File: config.mk
export PLATFORM = sky130hd
export DESIGN_NAME = axi4_lite_reg_bank
export DESIGN_NICKNAME = d
export VERILOG_FILES = /design/src/rtl/axi4_lite_reg_bank.sv
export SDC_FILE = /design/constraint.sdc
export NUM_CORES = 1
export LEC_CHECK = 0
export ABC_AREA = 1
export ABC_CLOCK_PERIOD_IN_PS = 1900
export BUFFER_PORTS_ARGS = -buffer_cell sky130_fd_sc_hd__clkbuf_2
export CAP_MARGIN = 20
export CORE_AREA = 2 2 464 466
export DETAILED_ROUTE_END_ITERATION = 16
export DIE_AREA = 0 0 466 468
export MAX_ROUTING_LAYER = met4
export PLACE_DENSITY = 0.33
export SLEW_MARGIN = 20
export SYNTH_ARGS = -nofsm -noshare
export SYNTH_HDL_FRONTEND = slang
export SYNTH_SLANG_ARGS = --single-unit
export TNS_END_PERCENT = 20
File: constraint.sdc
create_clock -name clk -period 1.9 [get_ports clk]
set_input_delay 0.095 -clock clk [delete_from_list [all_inputs] [get_ports clk]]
set_output_delay 0.095 -clock clk [all_outputs]
set_load 0.1 [all_outputs]
File: src/rtl/axi4_lite_reg_bank.sv
// AXI4-Lite slave with a parametrised register bank: RW, RO and clear-on-read registers,
// byte strobes, SLVERR on bad accesses, and independent write/read channel state machines.
module axi4_lite_reg_bank #(
    parameter int                    ADDR_WIDTH       = 32,
    parameter int                    DATA_WIDTH       = 32,
    parameter logic [ADDR_WIDTH-1:0] BASE_ADDR        = '0,
    parameter int                    NUM_REGS         = 16,
    parameter logic [NUM_REGS-1:0]   RO_MASK          = '0,
    parameter logic [NUM_REGS-1:0]   COR_MASK         = '0,
    parameter int                    ADD_READ_LATENCY = 0
) (
    input  logic                           clk,
    input  logic                           rst_n,
    input  logic [ADDR_WIDTH-1:0]          awaddr,
    input  logic                           awvalid,
    output logic                           awready,
    input  logic [DATA_WIDTH-1:0]          wdata,
    input  logic [DATA_WIDTH/8-1:0]        wstrb,
    input  logic                           wvalid,
    output logic                           wready,
    output logic [1:0]                     bresp,
    output logic                           bvalid,
    input  logic                           bready,
    input  logic [ADDR_WIDTH-1:0]          araddr,
    input  logic                           arvalid,
    output logic                           arready,
    output logic [DATA_WIDTH-1:0]          rdata,
    output logic [1:0]                     rresp,
    output logic                           rvalid,
    input  logic                           rready,
    output logic [NUM_REGS*DATA_WIDTH-1:0] o_reg_data,
    input  logic [NUM_REGS*DATA_WIDTH-1:0] i_hw_data,
    output logic [NUM_REGS-1:0]            o_write_pulse,
    output logic [NUM_REGS-1:0]            o_read_pulse
);
    localparam int STRB_W   = DATA_WIDTH / 8;
    localparam int OFF_BITS = $clog2(STRB_W);
    localparam int IDX_W    = (NUM_REGS > 1) ? $clog2(NUM_REGS) : 1;
    localparam int CNT_W    = (ADD_READ_LATENCY > 0) ? $clog2(ADD_READ_LATENCY + 1) : 1;
    localparam logic [1:0] RESP_OKAY   = 2'b00;
    localparam logic [1:0] RESP_SLVERR = 2'b10;

    typedef enum logic [1:0] {W_COLLECT = 2'd0, W_EXEC = 2'd1, W_RESP = 2'd2} w_state_t;
    typedef enum logic [1:0] {R_IDLE = 2'd0, R_WAIT = 2'd1, R_VALID = 2'd2} r_state_t;
    typedef struct packed {
        logic             hit;
        logic [IDX_W-1:0] idx;
    } dec_t;

    // Offset wraps modulo 2^ADDR_WIDTH, so addresses below BASE_ADDR land far out of range.
    function automatic dec_t decode(input logic [ADDR_WIDTH-1:0] addr);
        logic [ADDR_WIDTH-1:0] off;
        logic [ADDR_WIDTH-1:0] word;
        dec_t                  d;
        off   = addr - BASE_ADDR;
        word  = off >> OFF_BITS;
        d.idx = word[IDX_W-1:0];
        if ((off[OFF_BITS-1:0] == '0) && (word < ADDR_WIDTH'(NUM_REGS))) d.hit = 1'b1;
        else d.hit = 1'b0;
        return d;
    endfunction

    function automatic logic [DATA_WIDTH-1:0] merge_bytes(input logic [DATA_WIDTH-1:0] cur,
                                                          input logic [DATA_WIDTH-1:0] nxt,
                                                          input logic [STRB_W-1:0]     strb);
        logic [DATA_WIDTH-1:0] res;
        res = cur;
        for (int b = 0; b < STRB_W; b++) begin
            if (strb[b]) res[b*8 +: 8] = nxt[b*8 +: 8];
            else res[b*8 +: 8] = cur[b*8 +: 8];
        end
        return res;
    endfunction

    logic [DATA_WIDTH-1:0] regs_r [NUM_REGS];
    logic [DATA_WIDTH-1:0] hw_arr_s [NUM_REGS];

    w_state_t              w_state_r, w_state_s;
    logic                  aw_done_r, w_done_r, awready_r, wready_r, bvalid_r;
    logic [1:0]            bresp_r;
    logic [ADDR_WIDTH-1:0] awaddr_r;
    logic [DATA_WIDTH-1:0] wdata_r;
    logic [STRB_W-1:0]     wstrb_r;
    logic                  aw_hs_s, w_hs_s, wr_ok_s, wr_en_s;
    dec_t                  wr_dec_s;

    r_state_t              r_state_r, r_state_s;
    logic                  arready_r, rvalid_r;
    logic [1:0]            rresp_r;
    logic [DATA_WIDTH-1:0] rdata_r, rd_data_s;
    logic [ADDR_WIDTH-1:0] araddr_r;
    logic [CNT_W-1:0]      cnt_r;
    logic                  ar_hs_s, rd_sample_s, rd_en_s, cor_clr_s;
    dec_t                  rd_dec_s;

    logic [NUM_REGS-1:0]   write_pulse_r, read_pulse_r;

    genvar gi;
    generate
        for (gi = 0; gi < NUM_REGS; gi++) begin : g_map
            assign o_reg_data[gi*DATA_WIDTH +: DATA_WIDTH] = regs_r[gi];
            assign hw_arr_s[gi] = i_hw_data[gi*DATA_WIDTH +: DATA_WIDTH];
        end
    endgenerate

    assign awready       = awready_r;
    assign wready        = wready_r;
    assign bvalid        = bvalid_r;
    assign bresp         = bresp_r;
    assign arready       = arready_r;
    assign rvalid        = rvalid_r;
    assign rresp         = rresp_r;
    assign rdata         = rdata_r;
    assign o_write_pulse = write_pulse_r;
    assign o_read_pulse  = read_pulse_r;

    // Write channel next state and write decode
    always_comb begin
        aw_hs_s   = awvalid && awready_r;
        w_hs_s    = wvalid && wready_r;
        w_state_s = w_state_r;
        case (w_state_r)
            W_COLLECT: begin
                if ((aw_done_r || aw_hs_s) && (w_done_r || w_hs_s)) w_state_s = W_EXEC;
                else w_state_s = W_COLLECT;
            end
            W_EXEC:  w_state_s = W_RESP;
            W_RESP: begin
                if (bready) w_state_s = W_COLLECT;
                else w_state_s = W_RESP;
            end
            default: w_state_s = W_COLLECT;
        endcase
        wr_dec_s = decode(awaddr_r);
        wr_ok_s  = wr_dec_s.hit && !RO_MASK[wr_dec_s.idx];
        wr_en_s  = (w_state_r == W_EXEC) && wr_ok_s;
    end

    // Write channel registers: AW/W capture, readies and B response
    always_ff @(posedge clk or negedge rst_n) begin
        if (!rst_n) begin
            w_state_r <= W_COLLECT;
            aw_done_r <= 1'b0;
            w_done_r  <= 1'b0;
            awready_r <= 1'b0;
            wready_r  <= 1'b0;
            bvalid_r  <= 1'b0;
            bresp_r   <= RESP_OKAY;
            awaddr_r  <= '0;
            wdata_r   <= '0;
            wstrb_r   <= '0;
        end else begin
            w_state_r <= w_state_s;
            case (w_state_r)
                W_COLLECT: begin
                    if (aw_hs_s) awaddr_r <= awaddr;
                    if (w_hs_s) begin
                        wdata_r <= wdata;
                        wstrb_r <= wstrb;
                    end
                    if (w_state_s == W_EXEC) begin
                        aw_done_r <= 1'b0;
                        w_done_r  <= 1'b0;
                        awready_r <= 1'b0;
                        wready_r  <= 1'b0;
                    end else begin
                        aw_done_r <= aw_done_r || aw_hs_s;
                        w_done_r  <= w_done_r || w_hs_s;
                        awready_r <= !(aw_done_r || aw_hs_s);
                        wready_r  <= !(w_done_r || w_hs_s);
                    end
                end
                W_EXEC: begin
                    bvalid_r <= 1'b1;
                    bresp_r  <= wr_ok_s ? RESP_OKAY : RESP_SLVERR;
                end
                W_RESP: begin
                    if (bready) begin
                        bvalid_r  <= 1'b0;
                        awready_r <= 1'b1;
                        wready_r  <= 1'b1;
                    end
                end
                default: bvalid_r <= 1'b0;
            endcase
        end
    end

    // Read channel next state, read data mux and clear-on-read decision
    always_comb begin
        ar_hs_s     = arvalid && arready_r;
        rd_sample_s = (r_state_r == R_WAIT) && (cnt_r == '0);
        r_state_s   = r_state_r;
        case (r_state_r)
            R_IDLE: begin
                if (ar_hs_s) r_state_s = R_WAIT;
                else r_state_s = R_IDLE;
            end
            R_WAIT: begin
                if (rd_sample_s) r_state_s = R_VALID;
                else r_state_s = R_WAIT;
            end
            R_VALID: begin
                if (rready) r_state_s = R_IDLE;
                else r_state_s = R_VALID;
            end
            default: r_state_s = R_IDLE;
        endcase
        rd_dec_s  = decode(araddr_r);
        rd_data_s = '0;
        if (!rd_dec_s.hit) rd_data_s = '0;
        else if (RO_MASK[rd_dec_s.idx]) rd_data_s = hw_arr_s[rd_dec_s.idx];
        else rd_data_s = regs_r[rd_dec_s.idx];
        rd_en_s   = rd_sample_s && rd_dec_s.hit;
        cor_clr_s = rd_en_s && COR_MASK[rd_dec_s.idx] && !RO_MASK[rd_dec_s.idx];
    end

    // Read channel registers: AR capture, latency counter and R response
    always_ff @(posedge clk or negedge rst_n) begin
        if (!rst_n) begin
            r_state_r <= R_IDLE;
            arready_r <= 1'b0;
            rvalid_r  <= 1'b0;
            rresp_r   <= RESP_OKAY;
            rdata_r   <= '0;
            araddr_r  <= '0;
            cnt_r     <= '0;
        end else begin
            r_state_r <= r_state_s;
            case (r_state_r)
                R_IDLE: begin
                    if (ar_hs_s) begin
                        araddr_r  <= araddr;
                        arready_r <= 1'b0;
                        cnt_r     <= CNT_W'(ADD_READ_LATENCY);
                    end else begin
                        arready_r <= 1'b1;
                    end
                end
                R_WAIT: begin
                    if (rd_sample_s) begin
                        rvalid_r <= 1'b1;
                        rdata_r  <= rd_data_s;
                        rresp_r  <= rd_dec_s.hit ? RESP_OKAY : RESP_SLVERR;
                    end else begin
                        cnt_r <= cnt_r - CNT_W'(1);
                    end
                end
                R_VALID: begin
                    if (rready) begin
                        rvalid_r  <= 1'b0;
                        arready_r <= 1'b1;
                    end
                end
                default: rvalid_r <= 1'b0;
            endcase
        end
    end

    // Register bank and access pulses; a write beats a clear-on-read to the same register
    always_ff @(posedge clk or negedge rst_n) begin
        if (!rst_n) begin
            for (int i = 0; i < NUM_REGS; i++) regs_r[i] <= '0;
            write_pulse_r <= '0;
            read_pulse_r  <= '0;
        end else begin
            for (int i = 0; i < NUM_REGS; i++) begin
                if (wr_en_s && (wr_dec_s.idx == IDX_W'(i)))
                    regs_r[i] <= merge_bytes(regs_r[i], wdata_r, wstrb_r);
                else if (cor_clr_s && (rd_dec_s.idx == IDX_W'(i)))
                    regs_r[i] <= '0;
                else
                    regs_r[i] <= regs_r[i];
            end
            write_pulse_r <= wr_en_s ? (NUM_REGS'(1) << wr_dec_s.idx) : '0;
            read_pulse_r  <= rd_en_s ? (NUM_REGS'(1) << rd_dec_s.idx) : '0;
        end
    end
endmodule

==> results.ini <==
[logic_synthesis]
yosys.area_share.simple_pct=40.0
synth_cells=4544
synthAdderAreaFrac_pct=0
syn_area_per_cell_sq_um=7.70
synth_top_family_by_area=simple AND/OR/NAND/NOR gates
yosysSeqAreaShare_pct=49.3
synth.cells.most_frequent=nand2_1, dfrtp_1, nand4_1, inv_1, nor2_1
ys_warn_count=0
synth-seq-cells=690
synth_area_leaders=dfrtp_1, nand2_1, nand4_1
synthArstFlopShare_pct=100
synth_top_area_share_pct=49.3
synth_compound_area_share_pct=1.17
synth_cell_types=30
netlist.top_cell.by_area=dfrtp_1
synth_edf_count=0
synth.area.mux_share_pct=0.901
synth_area_sq_um=35000
synth_xor_area_share_pct=0
yosysMostFrequentCell=nand2_1
synth_ff_type=dfrtp_1

[setup_path]
critPathCaptureType=flop
arrival_ns=2.68
cp_max_fo=27
start_kind=flop
cp.required_ns=2.53
criticalPathCategory=flop to flop

[final_layout]
area_growth_pct=47.2
regArea_sq_um=17300
multi_input_area_sq_um=15800
drive_above_1_share_pct=29.2
num-fill-cells=23700
final_nets=6150
layout.cells.non_filler=8455

[sta]
setup_ws_ns=-0.154
tightest_slew_ns=1.12
fin_skew_ns=0.0236
max_freq_ghz=0.487
final_hold_viol_count=0
slew_violations=0
fin_crit_ns=2.05
worst_hold_slack_ns=0.0871
maxSlewHeadroom_pct=25.7
period_share_pct=108
setup_violations=386
rsz0062_at_grt=true

[power]
seqPwrFrac_pct=24.8
power_density_nw_per_um2=1340
power_frac_clock_pct=27.7
peakVddDrop_uv=651
power.leakage_nw=26.5
pwr-share-comb_pct=47.5
switching_share_pct=46.0
power_switching_mw=31.9
p_int_mw=37.4

[place]
place_inst=8066
place.gp.congestion=0.844
portBuffers=689
dpl.hpwl_um=163000
pre_cts_ws_ns=-0.501

[clock_tree]
cts_buffers=95
htreeDepth=3
insertion_delay_ns=0.75
clk_pin_slew_ns=0.06
clock-sinks=690
cts_buffer_depth=3
cts_root_buf=clkbuf_16
cts_tree=done

[drt]
vias_per_cell=4.30
route.detailed.drc=0
wl_um=224000
via_count=36300
drt_iter0_drc=3168
first_pass_iters=5
wl_per_cell_um=26.5
ant_nets=0

[floorplan]
core_area_sq_um=213000
dieArea_sq_um=218000
start_util_pct=16.4
rows=170
die_h_um=468
io_pins=1204
dieWidth_um=466

[global_route]
grt_max_degree=92
grt_usage_pct=20.4
grt_pass1_wl_um=303000
gr-total-overflow=0
grt_antenna_before_repair=13
grt_pass1_vias=35700

[worst_hold_path]
hold_path.class=input pin to flop

[run_status]
status=finished with violations
violations=setup timing

[run]
drv_cap=0

[timing repair]
action	CTS	global route
gates resized for setup	179	253
cloned	15	12
setup buffers	41	30
pin swaps	18	76
endpoints found under the setup margin	666	629
endpoints found under the hold margin	802	0
hold buffers	111	0
[cell families after synthesis]
| group | Yosys count |
|---|---|
| AOI/OAI and AO/OA | 79 |
| buffers and inverters | 686 |
| DFF | 690 |
| muxes | 28 |
| other | 1 |
| and+or+nand+nor | 3060 |
[worst paths after layout]
path                       depth (start not counted)                           to  slack (ns)                    start
setup / recovery                                  11        rdata[12]$_DFFE_PN0P_       -0.15  araddr_r[2]$_DFFE_PN0P_
hold / removal                                     4     araddr_r[19]$_DFFE_PN0P_        0.09               araddr[19]
setup reg to reg                                  11        rdata[12]$_DFFE_PN0P_       -0.15  araddr_r[2]$_DFFE_PN0P_
hold reg to reg                                    2       wdata_r[2]$_DFFE_PN0P_        0.47   wdata_r[2]$_DFFE_PN0P_
max in group asynchronous                          3  o_reg_data[363]$_DFFE_PN0P_        0.40                    rst_n
min in group asynchronous                          3   o_reg_data[23]$_DFFE_PN0P_        0.16                    rst_n
[metal layers]
layer | GRT usage, % | up-vias | share of wire [%]
met3 | 4.19 | 185 | 6.7
met2 | 28.1 | 1234 | 41
li1 | - | 16700 | -
met5 | - | - | 0
met1 | 30.0 | 18200 | 50
met4 | 4.99 | 0 | 2.4
[power groups by stage]
stage	registers (mW)	clock network [mW]	logic, mW
global route	17.3	20.3	35.2
floorplan	16.9	0	13.6
global placement	17.5	0	29.4
detailed placement	17.5	0	29.2
finish	17.2	19.2	32.9
CTS	17.2	19.8	30.5
[cells in the final DEF (no fill, tap or decap), types with 88 or more instances in the layout]
master	instances
inv_1	312
nand2_2	88
nor2_1	255
clkbuf_2	628
dfrtp_1	679
dlygate4sd3_1	111
clkbuf_16	109
buf_12	95
nand3_1	138
nand4_1	512
buf_4	286
nand2_1	1837
[final cells by class]
class                           count  share of cell area [%]
Antenna cell                       10                  0.0486
Clock inverter                     28                   0.767
Inverter                          326                    2.41
Clock buffer                      145                    5.57
Sequential cell                   690                    33.6
Multi-Input combinational cell   3169                    30.6
Timing Repair Buffer             1248                    20.1
Tap cell                         2838                    6.89
Timing Repair inverter              1                  0.0219
[per-stage QoR]
stage               util (%)  setup TNS (ns)  instance area, sq um  power (mW)
finish                  24.1          -21.25                 51500        69.2
global route            24.1          -99.91                 51500        72.9
CTS                     23.5          -49.49                 50000        67.5
detailed placement      20.6         -107.58                 44000        46.7
global placement        20.6         -184.46                 44000        46.8
floorplan                  -               0                 35000        30.5
[registers in the layout (all words and copies together), names as in the netlist]
register and cells:
bvalid 1, wready 1, aw_done_r 1, awready 1, o_reg_data 512, awaddr_r 32
wdata_r 32, wstrb_r 4, rresp 1, o_write_pulse 16, cnt_r 1, w_state_r 2
rvalid 1, o_read_pulse 16, rdata 32, w_done_r 1, arready 1, bresp 1
araddr_r 32, r_state_r 2
[worst max-delay path, stage by stage (launching register included)]
cell and delay, ns:
dfrtp_4 0.52, buf_12 0.17, inv_8 0.09, buf_16 0.19
buf_12 0.18, nand2_1 0.05, nand2_1 0.08, nand2_1 0.12
nand3_1 0.11, nand3_1 0.13, nand3_1 0.17, nand2_1 0.07
Power figures use the tool's default switching activity.
